File: src/rtl/mem_stage_pkg.sv
// Shared definitions for the MEM pipeline stage: access-size encodings,
// access FSM states and small address-alignment helpers.
package mem_stage_pkg;

  // in_data_size encodings; 2'b11 is reserved and behaves like a word
  localparam logic [1:0] SIZE_BYTE = 2'b00;
  localparam logic [1:0] SIZE_HALF = 2'b01;
  localparam logic [1:0] SIZE_WORD = 2'b10;

  // Access FSM: idle / request held until grant / waiting for read data
  typedef enum logic [1:0] {
    ST_IDLE = 2'b00,
    ST_REQ  = 2'b01,
    ST_WAIT = 2'b10
  } state_e;

  // True when the byte offset is not naturally aligned for the access size
  function automatic logic is_misaligned(input logic [1:0] size,
                                         input logic [1:0] off);
    logic mis;
    case (size)
      SIZE_BYTE: mis = 1'b0;
      SIZE_HALF: mis = off[0];
      default:   mis = (off != 2'b00);
    endcase
    return mis;
  endfunction

  // Forces the low offset bits to the natural alignment of the access size
  function automatic logic [1:0] align_offset(input logic [1:0] size,
                                              input logic [1:0] off);
    logic [1:0] aligned;
    case (size)
      SIZE_BYTE: aligned = off;
      SIZE_HALF: aligned = {off[1], 1'b0};
      SIZE_WORD: aligned = 2'b00;
      default:   aligned = 2'b00;
    endcase
    return aligned;
  endfunction

endpackage

File: src/rtl/mem_stage_if.sv
// Data-memory bus between the MEM stage (master) and the data memory
// (slave): req/gnt request handshake plus rvalid-qualified read data.
interface mem_stage_if #(
  parameter int WORD_SIZE = 32,
  parameter int ADDR_SIZE = 10
);

  logic                 req;
  logic                 we;
  logic [ADDR_SIZE-1:0] addr;
  logic [3:0]           be;
  logic [WORD_SIZE-1:0] wdata;
  logic                 gnt;
  logic                 rvalid;
  logic [WORD_SIZE-1:0] rdata;

  modport master (
    output req, we, addr, be, wdata,
    input  gnt, rvalid, rdata
  );

  modport slave (
    input  req, we, addr, be, wdata,
    output gnt, rvalid, rdata
  );

endinterface

File: src/rtl/mem_stage_lsu_align.sv
// Byte-lane steering for the MEM stage. Purely combinational: turns access
// size and byte offset into byte enables, lane-replicated store data, and
// the selected, sign- or zero-extended load value. The offset is expected
// to be already aligned for the access size.
module lsu_align
  import mem_stage_pkg::*;
#(
  parameter int WORD_SIZE = 32
) (
  input  logic [1:0]           size,
  input  logic                 sign,
  input  logic [1:0]           offset,
  input  logic [WORD_SIZE-1:0] store_data,
  input  logic [WORD_SIZE-1:0] rdata,
  output logic [3:0]           be,
  output logic [WORD_SIZE-1:0] wdata,
  output logic [WORD_SIZE-1:0] load_data
);

  logic [7:0]  rd_byte [4];
  logic [7:0]  sel_byte;
  logic [15:0] sel_half;

  // Split the read word into its four byte lanes
  generate
    for (genvar gi = 0; gi < 4; gi++) begin : g_lane
      assign rd_byte[gi] = rdata[8*gi +: 8];
    end
  endgenerate

  // Lane select, byte enables, store replication and load extension
  always_comb begin
    sel_byte  = rd_byte[offset];
    sel_half  = offset[1] ? {rd_byte[3], rd_byte[2]} : {rd_byte[1], rd_byte[0]};
    be        = 4'b1111;
    wdata     = store_data;
    load_data = rdata;
    case (size)
      SIZE_BYTE: begin
        be        = 4'b0001 << offset;
        wdata     = {4{store_data[7:0]}};
        load_data = {{(WORD_SIZE-8){sign & sel_byte[7]}}, sel_byte};
      end
      SIZE_HALF: begin
        be        = 4'b0011 << {offset[1], 1'b0};
        wdata     = {2{store_data[15:0]}};
        load_data = {{(WORD_SIZE-16){sign & sel_half[15]}}, sel_half};
      end
      default: begin
        be        = 4'b1111;
        wdata     = store_data;
        load_data = rdata;
      end
    endcase
  end

endmodule

File: src/rtl/mem_stage.sv
// MEM stage of the 5-stage RISC-V pipeline. Non-memory instructions pass
// their ALU result to MEM/WB in one edge; loads and stores are latched and
// run on the data-memory bus (IDLE -> REQ -> [WAIT] -> IDLE) while the rest
// of the pipeline is stalled. Also drives the MEM->EX forwarding path.
// Optional feature macro: MEM_MISALIGN_TRAP_EN adds the misaligned trap
// output; without it misaligned addresses are silently aligned down.
module mem_stage
  import mem_stage_pkg::*;
#(
  parameter int WORD_SIZE = 32,
  parameter int NUM_REGS  = 32,
  parameter int REG_SEL   = $clog2(NUM_REGS),
  parameter int ADDR_SIZE = 10
) (
  input  logic                 clk,
  input  logic                 rst,
  // EX/MEM register contents
  input  logic                 in_valid,
  input  logic [WORD_SIZE-1:0] in_addr,
  input  logic [WORD_SIZE-1:0] in_store_data,
  input  logic [1:0]           in_data_size,
  input  logic                 in_data_sign,
  input  logic [REG_SEL-1:0]   in_rd,
  input  logic                 in_mem_read,
  input  logic                 in_mem_write,
  input  logic                 in_reg_write,
  output logic                 stall,
  // data-memory bus
  mem_stage_if.master          dmem,
  // MEM/WB register
  output logic                 wb_valid,
  output logic                 wb_reg_write,
  output logic [WORD_SIZE-1:0] wb_data,
  output logic [REG_SEL-1:0]   wb_rd,
`ifdef MEM_MISALIGN_TRAP_EN
  output logic                 misaligned,
`endif
  // forwarding back into EX
  output logic [WORD_SIZE-1:0] mem_fwd_data,
  output logic [REG_SEL-1:0]   mem_fwd_rd
);

  // FSM state and access latch
  state_e               state_q, state_d;
  logic [ADDR_SIZE-1:0] waddr_q, waddr_d;
  logic [3:0]           be_q, be_d;
  logic [WORD_SIZE-1:0] wdata_q, wdata_d;
  logic [1:0]           size_q, size_d;
  logic                 sign_q, sign_d;
  logic [1:0]           off_q, off_d;
  logic [REG_SEL-1:0]   rd_q, rd_d;
  logic                 reg_write_q, reg_write_d;
  logic                 we_q, we_d;

  // MEM/WB register
  logic                 wb_valid_q, wb_valid_d;
  logic                 wb_reg_write_q, wb_reg_write_d;
  logic [WORD_SIZE-1:0] wb_data_q, wb_data_d;
  logic [REG_SEL-1:0]   wb_rd_q, wb_rd_d;
`ifdef MEM_MISALIGN_TRAP_EN
  logic                 misaligned_q, misaligned_d;
`endif

  // Lane steering: in IDLE it shapes the incoming store, afterwards it
  // extracts load data using the latched size/offset.
  logic                 idle;
  logic [1:0]           lsu_size;
  logic [1:0]           lsu_offset;
  logic [3:0]           lsu_be;
  logic [WORD_SIZE-1:0] lsu_wdata;
  logic [WORD_SIZE-1:0] lsu_load_data;
  logic                 mem_op;
  logic                 trap;

  assign idle       = (state_q == ST_IDLE);
  assign lsu_size   = idle ? in_data_size : size_q;
  assign lsu_offset = idle ? align_offset(in_data_size, in_addr[1:0]) : off_q;
  assign mem_op     = in_mem_read | in_mem_write;

`ifdef MEM_MISALIGN_TRAP_EN
  assign trap = is_misaligned(in_data_size, in_addr[1:0]);
`else
  assign trap = 1'b0;
`endif

  lsu_align #(
    .WORD_SIZE (WORD_SIZE)
  ) u_lsu_align (
    .size       (lsu_size),
    .sign       (sign_q),
    .offset     (lsu_offset),
    .store_data (in_store_data),
    .rdata      (dmem.rdata),
    .be         (lsu_be),
    .wdata      (lsu_wdata),
    .load_data  (lsu_load_data)
  );

  // Next state, access latch, MEM/WB values and stall for the access FSM
  always_comb begin
    state_d        = state_q;
    waddr_d        = waddr_q;
    be_d           = be_q;
    wdata_d        = wdata_q;
    size_d         = size_q;
    sign_d         = sign_q;
    off_d          = off_q;
    rd_d           = rd_q;
    reg_write_d    = reg_write_q;
    we_d           = we_q;
    wb_valid_d     = 1'b0;
    wb_reg_write_d = 1'b0;
    wb_data_d      = wb_data_q;
    wb_rd_d        = wb_rd_q;
`ifdef MEM_MISALIGN_TRAP_EN
    misaligned_d   = 1'b0;
`endif
    stall          = 1'b0;

    case (state_q)
      ST_IDLE: begin
        if (in_valid) begin
          if (!mem_op) begin
            // ALU result goes straight through
            wb_valid_d     = 1'b1;
            wb_reg_write_d = in_reg_write;
            wb_data_d      = in_addr;
            wb_rd_d        = in_rd;
          end else if (trap) begin
            // Misaligned access: retire without touching memory
            wb_valid_d     = 1'b1;
            wb_reg_write_d = 1'b0;
            wb_data_d      = in_addr;
            wb_rd_d        = in_rd;
`ifdef MEM_MISALIGN_TRAP_EN
            misaligned_d   = 1'b1;
`endif
          end else begin
            // Capture the access; a write flag wins if both are set
            stall       = 1'b1;
            state_d     = ST_REQ;
            waddr_d     = in_addr[ADDR_SIZE+1:2];
            be_d        = lsu_be;
            wdata_d     = lsu_wdata;
            size_d      = in_data_size;
            sign_d      = in_data_sign;
            off_d       = lsu_offset;
            rd_d        = in_rd;
            reg_write_d = in_reg_write;
            we_d        = in_mem_write;
          end
        end
      end

      ST_REQ: begin
        stall = 1'b1;
        if (dmem.gnt) begin
          if (we_q) begin
            stall          = 1'b0;
            state_d        = ST_IDLE;
            wb_valid_d     = 1'b1;
            wb_reg_write_d = 1'b0;
            wb_rd_d        = rd_q;
          end else if (dmem.rvalid) begin
            // Zero-wait memory: grant and data in the same cycle
            stall          = 1'b0;
            state_d        = ST_IDLE;
            wb_valid_d     = 1'b1;
            wb_reg_write_d = reg_write_q;
            wb_data_d      = lsu_load_data;
            wb_rd_d        = rd_q;
          end else begin
            state_d = ST_WAIT;
          end
        end
      end

      ST_WAIT: begin
        stall = 1'b1;
        if (dmem.rvalid) begin
          stall          = 1'b0;
          state_d        = ST_IDLE;
          wb_valid_d     = 1'b1;
          wb_reg_write_d = reg_write_q;
          wb_data_d      = lsu_load_data;
          wb_rd_d        = rd_q;
        end
      end

      default: begin
        state_d = ST_IDLE;
      end
    endcase
  end

  // State, access latch and MEM/WB register update with synchronous reset
  always_ff @(posedge clk) begin
    if (rst) begin
      state_q        <= ST_IDLE;
      waddr_q        <= '0;
      be_q           <= '0;
      wdata_q        <= '0;
      size_q         <= '0;
      sign_q         <= 1'b0;
      off_q          <= '0;
      rd_q           <= '0;
      reg_write_q    <= 1'b0;
      we_q           <= 1'b0;
      wb_valid_q     <= 1'b0;
      wb_reg_write_q <= 1'b0;
      wb_data_q      <= '0;
      wb_rd_q        <= '0;
`ifdef MEM_MISALIGN_TRAP_EN
      misaligned_q   <= 1'b0;
`endif
    end else begin
      state_q        <= state_d;
      waddr_q        <= waddr_d;
      be_q           <= be_d;
      wdata_q        <= wdata_d;
      size_q         <= size_d;
      sign_q         <= sign_d;
      off_q          <= off_d;
      rd_q           <= rd_d;
      reg_write_q    <= reg_write_d;
      we_q           <= we_d;
      wb_valid_q     <= wb_valid_d;
      wb_reg_write_q <= wb_reg_write_d;
      wb_data_q      <= wb_data_d;
      wb_rd_q        <= wb_rd_d;
`ifdef MEM_MISALIGN_TRAP_EN
      misaligned_q   <= misaligned_d;
`endif
    end
  end

  // Bus outputs come straight from the latch so they stay stable in REQ
  assign dmem.req   = (state_q == ST_REQ);
  assign dmem.we    = (state_q == ST_REQ) & we_q;
  assign dmem.addr  = waddr_q;
  assign dmem.be    = be_q;
  assign dmem.wdata = wdata_q;

  assign wb_valid     = wb_valid_q;
  assign wb_reg_write = wb_reg_write_q;
  assign wb_data      = wb_data_q;
  assign wb_rd        = wb_rd_q;
`ifdef MEM_MISALIGN_TRAP_EN
  assign misaligned   = misaligned_q;
`endif

  // Loads cannot forward from MEM: their data is not known yet
  assign mem_fwd_data = in_addr;
  assign mem_fwd_rd   = (in_valid & in_reg_write & ~in_mem_read) ? in_rd : '0;

endmodule

File: src/flat_wrapper.sv
// flat-port wrapper written by rule: the top's interface ports become plain ports
module mem_stage_flat import mem_stage_pkg::*;
#(
  parameter int WORD_SIZE = 32,
  parameter int NUM_REGS  = 32,
  parameter int REG_SEL   = $clog2(NUM_REGS),
  parameter int ADDR_SIZE = 10
)
  (clk, rst, in_valid, in_addr, in_store_data, in_data_size, in_data_sign, in_rd, in_mem_read, in_mem_write, in_reg_write, stall, wb_valid, wb_reg_write, wb_data, wb_rd, mem_fwd_data, mem_fwd_rd, dmem_req, dmem_we, dmem_addr, dmem_be, dmem_wdata, dmem_gnt, dmem_rvalid, dmem_rdata);
  mem_stage_if #(.WORD_SIZE(WORD_SIZE), .ADDR_SIZE(ADDR_SIZE)) dmem_i ();
  input  logic clk;
  input  logic rst;
  input  logic in_valid;
  input  logic [WORD_SIZE-1:0] in_addr;
  input  logic [WORD_SIZE-1:0] in_store_data;
  input  logic [1:0] in_data_size;
  input  logic in_data_sign;
  input  logic [REG_SEL-1:0] in_rd;
  input  logic in_mem_read;
  input  logic in_mem_write;
  input  logic in_reg_write;
  output logic stall;
  output logic wb_valid;
  output logic wb_reg_write;
  output logic [WORD_SIZE-1:0] wb_data;
  output logic [REG_SEL-1:0] wb_rd;
  output logic [WORD_SIZE-1:0] mem_fwd_data;
  output logic [REG_SEL-1:0] mem_fwd_rd;
  output wire logic [$bits(dmem_i.req)-1:0] dmem_req;
  output wire logic [$bits(dmem_i.we)-1:0] dmem_we;
  output wire logic [$bits(dmem_i.addr)-1:0] dmem_addr;
  output wire logic [$bits(dmem_i.be)-1:0] dmem_be;
  output wire logic [$bits(dmem_i.wdata)-1:0] dmem_wdata;
  input wire logic [$bits(dmem_i.gnt)-1:0] dmem_gnt;
  input wire logic [$bits(dmem_i.rvalid)-1:0] dmem_rvalid;
  input wire logic [$bits(dmem_i.rdata)-1:0] dmem_rdata;
  assign dmem_req = dmem_i.req;
  assign dmem_we = dmem_i.we;
  assign dmem_addr = dmem_i.addr;
  assign dmem_be = dmem_i.be;
  assign dmem_wdata = dmem_i.wdata;
  assign dmem_i.gnt = dmem_gnt;
  assign dmem_i.rvalid = dmem_rvalid;
  assign dmem_i.rdata = dmem_rdata;
  mem_stage #(.WORD_SIZE(WORD_SIZE), .NUM_REGS(NUM_REGS), .REG_SEL(REG_SEL), .ADDR_SIZE(ADDR_SIZE)) u_core (.clk(clk), .rst(rst), .in_valid(in_valid), .in_addr(in_addr), .in_store_data(in_store_data), .in_data_size(in_data_size), .in_data_sign(in_data_sign), .in_rd(in_rd), .in_mem_read(in_mem_read), .in_mem_write(in_mem_write), .in_reg_write(in_reg_write), .stall(stall), .dmem(dmem_i), .wb_valid(wb_valid), .wb_reg_write(wb_reg_write), .wb_data(wb_data), .wb_rd(wb_rd), .mem_fwd_data(mem_fwd_data), .mem_fwd_rd(mem_fwd_rd));
endmodule
File: config.mk
export PLATFORM = sky130hd
export DESIGN_NAME = mem_stage_flat
export DESIGN_NICKNAME = d
export VERILOG_FILES = /design/src/rtl/mem_stage_pkg.sv /design/src/rtl/mem_stage_if.sv /design/src/rtl/mem_stage_lsu_align.sv /design/src/rtl/mem_stage.sv /design/src/flat_wrapper.sv
export SDC_FILE = /design/constraint.sdc
export NUM_CORES = 1
export LEC_CHECK = 0
export ABC_AREA = 1
export BUFFER_PORTS_ARGS = -buffer_cell sky130_fd_sc_hd__clkbuf_2
export CAP_MARGIN = 20
export CORE_UTILIZATION = 50
export CTS_BUF_LIST = sky130_fd_sc_hd__clkbuf_8
export CTS_CLUSTER_DIAMETER = 60
export DETAILED_ROUTE_END_ITERATION = 10
export HOLD_SLACK_MARGIN = 0.05
export PLACE_DENSITY = 0.82
export SLEW_MARGIN = 20
export SYNTH_ARGS = -nofsm -noshare
export SYNTH_HDL_FRONTEND = slang
export SYNTH_HIERARCHICAL = 1
export SYNTH_SLANG_ARGS = --single-unit
File: constraint.sdc
create_clock -name clk -period 2.8 [get_ports clk]
set_input_delay 0.42 -clock clk [delete_from_list [all_inputs] [get_ports clk]]
set_output_delay 0.42 -clock clk [all_outputs]
set_load 0.005 [all_outputs]
==> metrics.sh <==
CTS_HTREE_LEVELS=3
CTS_BUFFERS=9
FINAL_CELLS=1230
LAYOUT_CELL_SHARE_WITH_DRIVE_STRENGTH_BEYOND_1_PCT=27.2
INITIAL_ANTENNA_VIOLATION_COUNT=0
SETUP_FAILING_EPS_FINAL=0
GRT_OVERFLOW=0
TOTAL_LEAKAGE_POWER_nW=3.81
MULTIINPUTGATEAREA_MM2=0.00299
MIN_PATH_CELLS=3
MAX_FREQ_GHz=0.399
FLOORPLAN.INITIALDENSITY_PCT=51.2
VIA_CELL_RATIO=5.21
GRT_FIRST_PASS_WIRELENGTH_UM=26800
TRITONCTS_CLOCK_TREE='yes'
FILLERS=1152
AREAGROWTHSYNTHTOFINISH_PCT=18.2
POWER_PER_CELL_AREA_mW_PER_MM2=942
SEQCELLAREA_MM2=0.00198
NETLIST-CELL-TYPE-COUNT=33
POSTROUTEWIRELENGTH_UM=17800
CLOCK-SKEW-FINAL_NS=0.0144
TIMING_MAX_TRANSITION_VIOLATIONS_FINAL=0
SETUP.WORST_PATH.START_CLASS='flop'
FINAL_HPWL_DP_UM=12900
CLK_ROOT_BUFFER_CELL='sky130_fd_sc_hd__clkbuf_8'
SYNTHESIS.AREA_PER_INSTANCE_UM2=6.37
POWER.TOTAL_W=0.00648
CLOCK-SINKS=99
SYNTH.FF_LATCH_COUNT=99
FLOORPLAN.IO_PINS=237
DRC_ERRORS=0
DRT-WIRELENGTH-PER-CELL_UM=14.5
PLACEDCELLCOUNT=1213
SYNTHDOMINANTCELLAREASHARE_PCT=34.1
DETAIL_ROUTE.FIRST_PASS.ITERATIONS=5
POSTSYNTHNETCOUNT=1030
MOSTFREQUENTLAYOUTCELL='sky130_fd_sc_hd__nand2_1'
HOLD_VIOL=0
FINALWORSTPATHREQUIREDPERIOD_NS=2.51
POSTSYNTHCELLCOUNT=914
DIEAREA_MM2=0.0121
MAX_SLEW_MARGIN_PCT=57.5
FIRST_GLOBAL_VIAS=5256
SLACK_OF_THE_CRITICAL_PATH_NS=0.295
CORE.ROWCOUNT=39
STATUS='completed'
CP_DATA_REQUIRED_TIME_NS=3.11
ROUTE.VIAS.TOTAL=6412
GRT_MAX_DEGREE=65
YOSYSSEQAREASHARE_PCT=34.1
ANTENNA_LEFT=0
CLK_SLEW_ON_WORST_S_H_PATHS_NS=0.10
GR-USAGE-ALL-LAYERS_PCT=28.5
R2R.WORST_PATH.CELLS=19
CRITICALPATHCATEGORY='reg -> reg'
PRECTSSETUPSLACK_NS=0.0968
DIODES=0
CRITICAL_PATH.ENDPOINT_TYPE='flop'
YOSYS-TOP-CELLS-AREA='sky130_fd_sc_hd__dfxtp_1 34%, sky130_fd_sc_hd__nand2_1 16%, sky130_fd_sc_hd__nor2_1 11%, sky130_fd_sc_hd__buf_4 5.9%, sky130_fd_sc_hd__o21ai_0 5.2%'
NETS=1198
WORSTPATHMAXFANOUT=12
DIE-WIDTH_UM=110
WORST_MARGIN_SLEW_NS=0.636
DIE_HEIGHT_UM=110
YOSYS_WARNS=6
WORSTHOLDPATHTYPE='in -> reg'
SYNTH.LARGEST_AREA_CELL='sky130_fd_sc_hd__dfxtp_1'
DR.FIRST_ITER.DRC_COUNT=607
NUMBER_OF_MAX_CAPACITANCE_VIOLATIONS_REPORTED=0
IRDROPWORSTVDD_V=0.000676
SETUP_REPAIR_AFTER_GLOBAL_ROUTING_MISSED_ITS_MARGIN='false'
DESIGN.CORE.AREA_MM2=0.0114
INSERTION_DELAY_NS=0.36
MOSTFREQUENTLAYOUTCELLS='252 x sky130_fd_sc_hd__nand2_1, 236 x sky130_fd_sc_hd__clkbuf_2, 174 x sky130_fd_sc_hd__nor2_1'
GPL.FINAL_WEIGHTED_CONGESTION=0.901
CP.ARRIVAL_NS=2.81
FIN_CRIT_SHARE_PCT=89.5
PORTBUFFERS=236
MAPPEDNETLISTAREA_MM2=0.00582
TNS_NS=0
CLOCK_TREE.BUFFER_DEPTH=2
==> registers in the layout, summed over array words and instances, names as in the netlist <==
| register | cells |
|---|---|
| u_core/dmem.addr | 10 |
| u_core/wb_rd | 5 |
| u_core/sign_q | 1 |
| u_core/reg_write_q | 1 |
| u_core/dmem.wdata | 32 |
| u_core/we_q | 1 |
| u_core/size_q | 2 |
| u_core/wb_data | 32 |
| u_core/wb_valid | 1 |
| u_core/off_q | 2 |
| u_core/wb_reg_write | 1 |
| u_core/rd_q | 5 |
| u_core/dmem.be | 4 |
| u_core/state_q | 2 |
==> Yosys cell counts <==
| cell type | n |
|---|---|
| sky130_fd_sc_hd__buf_4 | 46 |
| sky130_fd_sc_hd__ha_1 | 4 |
| sky130_fd_sc_hd__nand2_4 | 2 |
| sky130_fd_sc_hd__o211ai_1 | 1 |
| sky130_fd_sc_hd__a31oi_1 | 1 |
| sky130_fd_sc_hd__a21oi_2 | 3 |
| sky130_fd_sc_hd__buf_1 | 2 |
| sky130_fd_sc_hd__inv_2 | 4 |
| sky130_fd_sc_hd__nor2_1 | 175 |
| sky130_fd_sc_hd__a21oi_1 | 46 |
| sky130_fd_sc_hd__clkinv_1 | 1 |
| sky130_fd_sc_hd__nor2_8 | 1 |
| sky130_fd_sc_hd__o21ai_4 | 2 |
| sky130_fd_sc_hd__inv_1 | 55 |
| sky130_fd_sc_hd__clkinv_4 | 1 |
| sky130_fd_sc_hd__o21ai_0 | 61 |
| sky130_fd_sc_hd__nand3b_1 | 1 |
| sky130_fd_sc_hd__nor2_2 | 3 |
| sky130_fd_sc_hd__buf_2 | 15 |
| sky130_fd_sc_hd__nand3_1 | 60 |
| sky130_fd_sc_hd__nand3_2 | 2 |
| sky130_fd_sc_hd__nand2_2 | 1 |
| sky130_fd_sc_hd__inv_6 | 1 |
| sky130_fd_sc_hd__dfxtp_1 | 99 |
| sky130_fd_sc_hd__a31o_2 | 1 |
| sky130_fd_sc_hd__inv_4 | 1 |
| sky130_fd_sc_hd__nor2_4 | 5 |
| sky130_fd_sc_hd__clkbuf_1 | 19 |
| sky130_fd_sc_hd__a41oi_1 | 1 |
| sky130_fd_sc_hd__nand2_1 | 253 |
| sky130_fd_sc_hd__nand4_1 | 34 |
| sky130_fd_sc_hd__a211oi_1 | 1 |
| sky130_fd_sc_hd__buf_6 | 12 |
==> power by group <==
group | total (W) | switching [W] | internal, W | leakage, nW
clock | 0.000863 | 0.000495 | 0.000368 | 0.0983
sequential | 0.00206 | 0.000222 | 0.00184 | 0.816
combinational | 0.00356 | 0.00229 | 0.00127 | 2.89
==> final timing paths <==
kind / from / endpoint / slack [ns]
max: u_core/state_q[0]$_SDFFE_PP0P_ / u_core/wb_data[26]$_SDFFE_PP0P_ / 0.29
min: in_data_size[1] / u_core/size_q[1]$_SDFFE_PP0P_ / 0.31
max reg2reg: u_core/state_q[0]$_SDFFE_PP0P_ / u_core/wb_data[26]$_SDFFE_PP0P_ / 0.29
min reg2reg: u_core/wb_rd[1]$_SDFFE_PP0P_ / u_core/wb_rd[1]$_SDFFE_PP0P_ / 0.46
==> repair_timing <==
item                                    in CTS  in global routing
endpoints found under the setup margin       0                 25
resized for setup                            0                  4
hold buffers                                 0                  0
buffers inserted                             0                  0
==> cell type report <==
| type | count | area share [%] |
|---|---|---|
| timing repair buffer | 250 | 18.9 |
| clock inverter | 5 | 0.418 |
| inverter | 63 | 3.62 |
| multi-input combinational | 659 | 43.5 |
| sequential | 99 | 28.8 |
| clock buffer | 11 | 2.20 |
| tap | 143 | 2.60 |
==> metrics by stage <==
step / hold slack [ns] / utilization, % / cell area (µm²)
finish: 0.305 / 60.5 / 6880
global route: 0.307 / 60.5 / 6880
CTS: 0.300 / 60.2 / 6850
detailed placement: 0.455 / 58.6 / 6670
global placement: 0.450 / 58.6 / 6670
floorplan: 0.444 / - / 5820
==> cell families (layout without fill, tap and decap cells) <==
logic type | Yosys count | count (layout) | synth area share [%]
DFF | 99 | 99 | 34.1
and+or+nand+nor | 537 | 538 | 39.0
AOI/OAI and AO/OA | 117 | 117 | 10.9
adders and majority gates | 4 | 4 | 0.860
buffers and inverters | 157 | 329 | 15.2
==> worst max-delay path: stages (launching register included) <==
cell and delay (ns):
sky130_fd_sc_hd__dfxtp_1 0.40, sky130_fd_sc_hd__inv_1 0.11, sky130_fd_sc_hd__ha_4 0.21, sky130_fd_sc_hd__nand2_1 0.07
sky130_fd_sc_hd__inv_1 0.06, sky130_fd_sc_hd__nand3b_1 0.10, sky130_fd_sc_hd__nand2_2 0.10, sky130_fd_sc_hd__inv_1 0.14
sky130_fd_sc_hd__nand2_1 0.07, sky130_fd_sc_hd__nand2_1 0.06, sky130_fd_sc_hd__nand2_1 0.04, sky130_fd_sc_hd__nand2_1 0.18
sky130_fd_sc_hd__nand3_2 0.28, sky130_fd_sc_hd__nand3_1 0.17, sky130_fd_sc_hd__nand2_1 0.09, sky130_fd_sc_hd__inv_1 0.09
sky130_fd_sc_hd__a21oi_1 0.04, sky130_fd_sc_hd__nand4_1 0.11, sky130_fd_sc_hd__nand2_1 0.06, sky130_fd_sc_hd__nor2_1 0.07
==> metal layers <==
layer | vias to the layer above | track usage [%] | part of all wire [%]
met5 | - | 0 | 0
met4 | 0 | 10.2 | 2.5
met3 | 33 | 5.39 | 8.3
met2 | 308 | 44.2 | 46
met1 | 2867 | 39.3 | 43
li1 | 3204 | - | -
No activity file was read; power rests on OpenSTA's default activity.
